**config.mk**
```make
export PLATFORM = sky130hd
export DESIGN_NAME = seg_display_driver_flat
export DESIGN_NICKNAME = d
export VERILOG_FILES = /design/src/rtl/seg_display_pkg.sv /design/src/rtl/seg_display_driver_if.sv /design/src/rtl/seg_display_driver_hex_to_seg.sv /design/src/rtl/seg_display_driver.sv /design/src/flat_wrapper.sv
export SDC_FILE = /design/constraint.sdc
export NUM_CORES = 1
export LEC_CHECK = 0
export ABC_CLOCK_PERIOD_IN_PS = 2950
export CAP_MARGIN = 20
export CELL_PAD_IN_SITES_DETAIL_PLACEMENT = 2
export CELL_PAD_IN_SITES_GLOBAL_PLACEMENT = 2
export CORE_MARGIN = 5
export CORE_UTILIZATION = 30
export DETAILED_ROUTE_END_ITERATION = 10
export PLACE_DENSITY = 0.89
export SETUP_SLACK_MARGIN = 0.5
export SLEW_MARGIN = 25
export SYNTH_ARGS = -nofsm -noshare
export SYNTH_HDL_FRONTEND = slang
export SYNTH_HIERARCHICAL = 1
export SYNTH_SLANG_ARGS = --single-unit
```
**constraint.sdc**
```tcl
create_clock -name clk_out -period 2.95 [get_ports clk_out]
set_input_delay 0.4425 -clock clk_out [delete_from_list [all_inputs] [get_ports clk_out]]
set_output_delay 0.4425 -clock clk_out [all_outputs]
set_load 0.05 [all_outputs]
```
**src/rtl/seg_display_pkg.sv**
```systemverilog
// Shared constants for the seven-segment display driver: segment encodings,
// blank pattern, digit count and digit-select width, plus the leading-zero
// mask helper used when a new display word is adopted.
package seg_display_pkg;

   localparam int DIGITS = 8;
   localparam int SEL_W  = 3;
   localparam int WORD_W = 4 * DIGITS;

   // Cathodes {g,f,e,d,c,b,a}, active-low.
   localparam logic [6:0] SEG_BLANK = 7'b1111111;

   localparam logic [6:0] SEG_TABLE [16] = '{
      7'b1000000,   // 0
      7'b1111001,   // 1
      7'b0100100,   // 2
      7'b0110000,   // 3
      7'b0011001,   // 4
      7'b0010010,   // 5
      7'b0000010,   // 6
      7'b1111000,   // 7
      7'b0000000,   // 8
      7'b0010000,   // 9
      7'b0001000,   // A
      7'b0000011,   // b
      7'b1000110,   // C
      7'b0100001,   // d
      7'b0000110,   // E
      7'b0001110    // F
   };

   // Digit k (k >= 1) is a leading zero when nibbles DIGITS-1 down to k are
   // all zero. Digit 0 always stays lit so a zero word still shows "0".
   function automatic logic [DIGITS-1:0] lz_mask_of(input logic [WORD_W-1:0] word);
      logic [DIGITS-1:0] mask;
      logic              zero_run;
      mask     = '0;
      zero_run = 1'b1;
      for (int k = DIGITS - 1; k >= 1; k--) begin
         zero_run = zero_run && (word[4*k +: 4] == 4'h0);
         mask[k]  = zero_run;
      end
      return mask;
   endfunction

endpackage

```
**src/rtl/seg_display_driver_if.sv**
```systemverilog
// Bundle between the scan controller and the display driver.
// The scan controller side is the master (drives select, anode, data, requests);
// the driver is the slave (returns cathodes, anode and load acknowledge).
// blink_mask exists only when SEG_BLINK_EN is defined.
interface seg_display_driver_if;
   import seg_display_pkg::*;

   logic [SEL_W-1:0]  S;
   logic [DIGITS-1:0] anode_in;
   logic [WORD_W-1:0] data_in;
   logic              load_req;
   logic [DIGITS-1:0] dp_in;
   logic              lz_blank_en;
`ifdef SEG_BLINK_EN
   logic [DIGITS-1:0] blink_mask;
`endif
   logic [6:0]        seg;
   logic              dp;
   logic [DIGITS-1:0] anode_out;
   logic              load_ack;

   modport master (
      output S, anode_in, data_in, load_req, dp_in, lz_blank_en,
`ifdef SEG_BLINK_EN
      output blink_mask,
`endif
      input  seg, dp, anode_out, load_ack
   );

   modport slave (
      input  S, anode_in, data_in, load_req, dp_in, lz_blank_en,
`ifdef SEG_BLINK_EN
      input  blink_mask,
`endif
      output seg, dp, anode_out, load_ack
   );

endinterface

```
**src/rtl/seg_display_driver_hex_to_seg.sv**
```systemverilog
// Purpose: 4-bit nibble to active-low {g,f,e,d,c,b,a} cathode pattern.
// Latency: combinational.
// Backpressure: none.
module hex_to_seg
   import seg_display_pkg::*;
(
   input  logic [3:0] nibble,
   output logic [6:0] seg
);

   assign seg = SEG_TABLE[nibble];

endmodule

```
**src/rtl/seg_display_driver.sv**
```systemverilog
// Purpose: registers cathodes/anode for the digit being scanned, with frame-synchronous
//          word adoption, leading-zero blanking and optional blink (macro SEG_BLINK_EN).
// Latency: 1 clk_out cycle from S/anode_in/dp_in to seg/dp/anode_out; load_ack 1 cycle after boundary.
// Backpressure: none; load_req is only honoured at a frame boundary (S == 7), otherwise ignored.
module seg_display_driver
   import seg_display_pkg::*;
#(
   parameter int BLINK_FRAMES = 30
)(
   input  logic                clk_out,
   input  logic                reset,
   seg_display_driver_if.slave bus
);

   logic [WORD_W-1:0] active_q;
   logic [DIGITS-1:0] lz_mask_q;
   logic              boundary;
   logic              load_now;
   logic [3:0]        nibble;
   logic [6:0]        hex_seg;
   logic              lz_blank;
   logic              blink_blank;
   logic              blank;

   assign boundary = (bus.S == SEL_W'(DIGITS - 1));
   assign load_now = boundary && bus.load_req;

   // Pick the nibble of the active word for the digit currently being scanned.
   always_comb begin
      nibble = active_q[{bus.S, 2'b00} +: 4];
   end

   hex_to_seg u_hex_to_seg (
      .nibble (nibble),
      .seg    (hex_seg)
   );

`ifdef SEG_BLINK_EN
   localparam int FC_W = (BLINK_FRAMES > 1) ? $clog2(BLINK_FRAMES) : 1;

   logic [FC_W-1:0] frame_cnt_q;
   logic            blink_phase_q;

   // Count frame boundaries; each wrap flips the blink phase.
   always_ff @(posedge clk_out or posedge reset) begin
      if (reset) begin
         frame_cnt_q   <= '0;
         blink_phase_q <= 1'b0;
      end else if (boundary) begin
         if (frame_cnt_q == FC_W'(BLINK_FRAMES - 1)) begin
            frame_cnt_q   <= '0;
            blink_phase_q <= ~blink_phase_q;
         end else begin
            frame_cnt_q <= frame_cnt_q + 1'b1;
         end
      end
   end

   assign blink_blank = blink_phase_q && bus.blink_mask[bus.S];
`else
   assign blink_blank = 1'b0;
`endif

   assign lz_blank = bus.lz_blank_en && lz_mask_q[bus.S];
   assign blank    = lz_blank || blink_blank;

   // Adopt the new word only at a frame boundary so a frame never tears;
   // the leading-zero mask is captured from the same word.
   always_ff @(posedge clk_out or posedge reset) begin
      if (reset) begin
         active_q     <= '0;
         lz_mask_q    <= lz_mask_of('0);
         bus.load_ack <= 1'b0;
      end else begin
         bus.load_ack <= load_now;
         if (load_now) begin
            active_q  <= bus.data_in;
            lz_mask_q <= lz_mask_of(bus.data_in);
         end
      end
   end

   // Register the displayed digit; blanked digits drive everything inactive.
   always_ff @(posedge clk_out or posedge reset) begin
      if (reset) begin
         bus.seg       <= SEG_BLANK;
         bus.dp        <= 1'b1;
         bus.anode_out <= '1;
      end else if (blank) begin
         bus.seg       <= SEG_BLANK;
         bus.dp        <= 1'b1;
         bus.anode_out <= '1;
      end else begin
         bus.seg       <= hex_seg;
         bus.dp        <= ~bus.dp_in[bus.S];
         bus.anode_out <= bus.anode_in;
      end
   end

endmodule
```
**src/flat_wrapper.sv**
```systemverilog
// flat-port wrapper written by rule: the top's interface ports become plain ports
module seg_display_driver_flat import seg_display_pkg::*;
#(
   parameter int BLINK_FRAMES = 30
)
  (clk_out, reset, bus_S, bus_anode_in, bus_data_in, bus_load_req, bus_dp_in, bus_lz_blank_en, bus_seg, bus_dp, bus_anode_out, bus_load_ack);
  seg_display_driver_if bus_i ();
  input  logic clk_out;
  input  logic reset;
  input wire logic [$bits(bus_i.S)-1:0] bus_S;
  input wire logic [$bits(bus_i.anode_in)-1:0] bus_anode_in;
  input wire logic [$bits(bus_i.data_in)-1:0] bus_data_in;
  input wire logic [$bits(bus_i.load_req)-1:0] bus_load_req;
  input wire logic [$bits(bus_i.dp_in)-1:0] bus_dp_in;
  input wire logic [$bits(bus_i.lz_blank_en)-1:0] bus_lz_blank_en;
  output wire logic [$bits(bus_i.seg)-1:0] bus_seg;
  output wire logic [$bits(bus_i.dp)-1:0] bus_dp;
  output wire logic [$bits(bus_i.anode_out)-1:0] bus_anode_out;
  output wire logic [$bits(bus_i.load_ack)-1:0] bus_load_ack;
  assign bus_i.S = bus_S;
  assign bus_i.anode_in = bus_anode_in;
  assign bus_i.data_in = bus_data_in;
  assign bus_i.load_req = bus_load_req;
  assign bus_i.dp_in = bus_dp_in;
  assign bus_i.lz_blank_en = bus_lz_blank_en;
  assign bus_seg = bus_i.seg;
  assign bus_dp = bus_i.dp;
  assign bus_anode_out = bus_i.anode_out;
  assign bus_load_ack = bus_i.load_ack;
  seg_display_driver #(.BLINK_FRAMES(BLINK_FRAMES)) u_core (.clk_out(clk_out), .reset(reset), .bus(bus_i));
endmodule
```
* Word level (Yosys, flattened, before mapping)
Memory sizes are Yosys's and may differ from the RTL's.
Cells that the tools add are included.
** Word-level totals
- Flip-flop bits (word level) :: 56
- Word-level logic and storage cells :: 37
- Memories :: 1
- ROM bits :: 112
- Output and inout port bits :: 17
** Cells by class
- Muxes and demuxes :: 9
- Eq/ne operators :: 1
- Shift operators :: 1
- Bitwise operators :: 2
- Reductions and logical operators :: 15
- Magnitude comparators :: 2
** Memories
- (no name shown) :: depth 16, bits a word 7, rd ports 1, clocked after memory_dff 0, write ports 0, line seg_display_driver_hex_to_seg.sv:11 : assign seg = SEG_TABLE[nibble];
** Operators with widths (number)
- 32-bit by 6-bit indexed part select with 4-bit output :: 1
- 4-bit zero test :: 7
- 7-bit two-way mux :: 3
- 1-bit logical AND :: 8
- 8-bit two-way mux :: 1
- 1-bit binary-select mux with 3-bit select :: 2
- 5-bit >= comparator, second input constant :: 1
- 4-bit NOT with 5-bit output :: 1
- 3-bit by 4-bit less-than comparator with 1-bit output, second input constant :: 1
- 3-bit equality test, second input constant :: 1
- 1-bit two-way mux :: 3
- 1-bit NOT :: 1

* Depth between registers and ports, before layout
- Depth in word-level cells :: 7
- Depth in mapped cells :: 9
- Gate-level depth less buffers :: 8

* By module
The synthesis kept the hierarchy.
** Modules (own cells, without submodules)
- seg_display_driver :: cells an instance 228, sequential area each 1430.1 um2, area an instance 2484.9 um2, instances 1
- hex_to_seg :: cells an instance 33, sequential area each 0.0 um2, area an instance 274.0 um2, instances 1

* Least setup slack after synthesis
Ideal clock, no wire load.
- Kind :: input port to flip-flop
- From :: input port bus_S[1]
- To :: register u_core.bus.seg[3]
- Slack :: 0.445 ns
- Stages on the path :: 8
- Library setup time :: 0.082 ns
- Data required time :: 2.868 ns
- Path buffers :: 1
- Arrival time :: 2.423 ns
- Cells stage by stage :: buf_2 -> mux4_2 -> mux2_2 -> inv_1 -> ha_1 -> inv_1 -> mux4_1 -> or2_1
** On the way
- Word-level cells in the longest chain between the ends :: 6
** RTL lines
- start, declared :: line flat_wrapper.sv:10 : input wire logic [$bits(bus_i.S)-1:0] bus_S;
- 32-bit by 6-bit indexed part select with 4-bit output :: line seg_display_driver.sv:30 : nibble = active_q[{bus.S, 2'b00} +: 4];
- net u_core.nibble[0] :: line seg_display_driver.sv:19 : logic [3:0] nibble;
- 4-bit NOT with 5-bit output (not written as such) :: line seg_display_driver_hex_to_seg.sv:11
- memory 16 x 7 bit
- 7-bit two-way mux (not written as such) (2 in a row) :: line seg_display_driver_hex_to_seg.sv:11
- net u_core.hex_seg[3] :: line seg_display_driver.sv:20 : logic [6:0] hex_seg;
- 7-bit two-way mux :: line seg_display_driver.sv:89 : end else if (blank) begin
- end signal, assigned :: line seg_display_driver.sv:94 : bus.seg <= hex_seg;
- end, declared :: line seg_display_driver_if.sv:35 : output seg, dp, anode_out, load_ack
The timed path passes the listed nets, and every way through them passes these cells. The select of a mux whose other input is x is not followed.
A chain may end at the register's enable or synchronous reset.

* Worst setup path after layout
- From :: input port bus_S[0]
- To :: register u_core.bus.seg[3]
The elaborated chain is that of the path after synthesis.

==> flow_summary.ini <==
[grt]
grt_start_max_net_pins = 43
grt-busiest-layer = met2
overflow = 0
met1_usage_pct = 19.1
antenna_found_initial = 0
use_met3_pct = 3.46
grt_usage_pct = 16.1
grt_pass1_vias = 2579
grt_pass1_wl_um = 14100
grt.met2_usage_pct = 29.3

[finish]
drive_above_1_share_pct = 20.4
syn_to_final_growth_pct = 35.7
regArea_um2 = 1430
nFillCells = 976
layout_common_cells = 107 x nand2_1, 69 x clkdlybuf4s50_1, 33 x dfrtp_1
nets = 404
post-route-cell-area_um2 = 3740
multiInputGateArea_um2 = 1230
diodes = 0
final_common_cell = nand2_1

[clocking]
hold_buffers = 0
cts_tree = built
cts.path.max_buffers = 2
clock_sinks = 56
h-tree-depth = 2
clkLatencyLatePin_ps = 310
tritoncts.num_buffers = 5
root_buffer = clkbuf_8
clk_pin_slew_ps = 90

[power_and_ir_drop]
power_frac_seq_pct = 45.6
p_int_mw = 1.45
netSwitchingPower_uw = 756
power_density_nw_per_um2 = 590
power.share.combinational_pct = 36.0
ir_drop_mv = 0.263
sw_frac_of_total_pct = 34.2
p_leak_nw = 1.68
p_clk_share_pct = 18.4

[worst_setup_path]
cp-start-kind = primary input
r2r_slack_ps = 730
path_class = primary input to flop
required_ps = 3190
cp-end-kind = flop
cp_max_fo = 6
reg2regPathDepth = 7
timing.rr.end = u_core/bus.seg[3]
timing.rr.start = u_core/active_q[13]
crit_arrival_ps = 2530

[synth]
yosysSeqAreaShare_pct = 51.8
synthCells = 261
ys_async_sr_fraction_pct = 100
ys_ff_latch = 56
synth_nets = 323
synthFlopType = dfrtp_1
synth_edf_count = 0
yosys_warnings = 6
yosysUniqueCellTypes = 38
netlist_area_um2 = 2760
avgSynthCellArea_um2 = 10.6

[die]
die_area_um2 = 11200
io_pins = 72
die_h_um = 106
start_util_pct = 30.3
core_um2 = 9110
core.rowCount = 35
die_x_um = 106

[timing]
min_period_ps = 2290
relSlewSlack_pct = 43.1
hold_viol = 0
tns_ps = 0
finalClockSkew_ps = 4.18
slew_viol_final = 0
worst_slack_ps = 663
min_period_over_period_pct = 77.5
finalSetupViolCount = 0
fmax_mhz = 437
worst_pin_slew_ps = 852
rsz0062_at_grt = false

[drt]
vias = 2222
drc = 0
vias_per_cell = 4.89
dr.pass1.iters = 4
drtAntennaViolNets = 0
routedWlPerCell_um = 18.9
drt_iter0_drc = 59
routed_wl_um = 8590

[min_path]
hold_start = u_core/lz_mask_q[2]
hold_depth = 2
holdPathEnd = u_core/lz_mask_q[2]
hold_path.class = flop to flop

[placement]
placed_area_um2 = 3640
dp_hpwl_um = 6890
gp_congestion = 0.804
io_buffer_count = 71
dp_slack_ps = -65.0

[flow_run]
drv_cap = 0

[outcome]
status = finished, final reports clean
## flip-flops by register name (all words and copies together), names as in the netlist
register              cells
u_core/active_q          32
u_core/bus.anode_out      8
u_core/bus.seg            7
u_core/lz_mask_q          7
u_core/bus.dp             1
u_core/bus.load_ack       1
## what timing repair did
action                                  in CTS  in global routing
endpoints found under the setup margin       7                  0
setup buffers                                1                  0
gates resized for setup                     11                  0
## cell families after synthesis
| logic type | after synthesis | synth area share [%] |
|---|---|---|
| compound gates | 14 | 4.13 |
| buf+inv | 21 | 4.04 |
| mux | 22 | 14.2 |
| flops | 56 | 51.8 |
| simple gates | 141 | 22.6 |
| fa+ha+maj | 7 | 3.17 |
## how the worst max path moves through the flow
| stage | from | end | slack (ps) | cells past startpoint |
|---|---|---|---|---|
| final | bus_S[0] | u_core/bus.seg[3] | 660 | 9 |
| after detailed placement | bus_S[0] | u_core/bus.seg[3] | -60 | 9 |
| after global placement | bus_S[0] | u_core/bus.seg[3] | 60 | 9 |
| after global routing | bus_S[0] | u_core/bus.seg[3] | 590 | 9 |
| after CTS | bus_S[0] | u_core/bus.seg[3] | 650 | 9 |
| after floorplan | bus_S[1] | u_core/bus.seg[3] | 500 | 8 |
## metrics by stage
stage               total power, mW  util [%]  std cells  hold WS, ps
finish                         2.21      41.1        454          481
CTS                            2.24      41.1        454          479
detailed placement             1.81      40.0        445          463
global route                   2.33      41.1        454          519
floorplan                      1.48         -        261          437
global placement               1.75      40.0        445          449
## worst max-delay path, cell delays in order
cell           delay, ps
dlygate4sd2_1        210
buf_6                130
mux4_2               500
mux2_4               330
inv_2                 70
ha_1                 110
inv_1                 60
mux4_2               450
or2_1                220
## final cells by class
type	instances	share of cell area, %
clock inverters	1	0.134
repair buffers	87	22.3
multi-input cells	184	32.8
inverters	8	0.802
flip-flops and latches	56	38.2
clock buffers	7	2.04
well taps	111	3.71
## synth_stat cells (2+ instances only)
master / count / area (um^2)
inv_1: 6 / 22.5
mux2_2: 4 / 45.0
mux2i_1: 4 / 40.0
ha_1: 7 / 87.6
or2_1: 16 / 100
nor2_1: 3 / 11.3
clkbuf_1: 4 / 15.0
a32o_1: 2 / 20.0
or4_1: 3 / 22.5
nand2b_1: 2 / 12.5
dfrtp_1: 33 / 826
o21ai_0: 2 / 10.0
o21ai_1: 2 / 10.0
dfstp_2: 23 / 604
buf_6: 3 / 33.8
mux4_1: 3 / 78.8
nor4_1: 4 / 25.0
inv_2: 2 / 7.51
nand2_1: 107 / 402
mux4_2: 9 / 203
buf_2: 5 / 25.0
## power by group through the flow
stage                     Clock [mW]  Sequential (mW)  Combinational [mW]
after global placement             0             1.02               0.735
after global routing           0.457             1.02               0.855
after CTS                      0.424             1.01               0.804
final                          0.406             1.01               0.796
after floorplan                    0             1.16               0.323
after detailed placement           0             1.02               0.787
## per-layer routing
metal  wire [um]  share of wire (%)
met5           0                  0
met4         164                1.9
met3         365                4.2
met2        4450                 52
met1        3610                 42
Note: power is estimated with default switching activity, not from simulation.
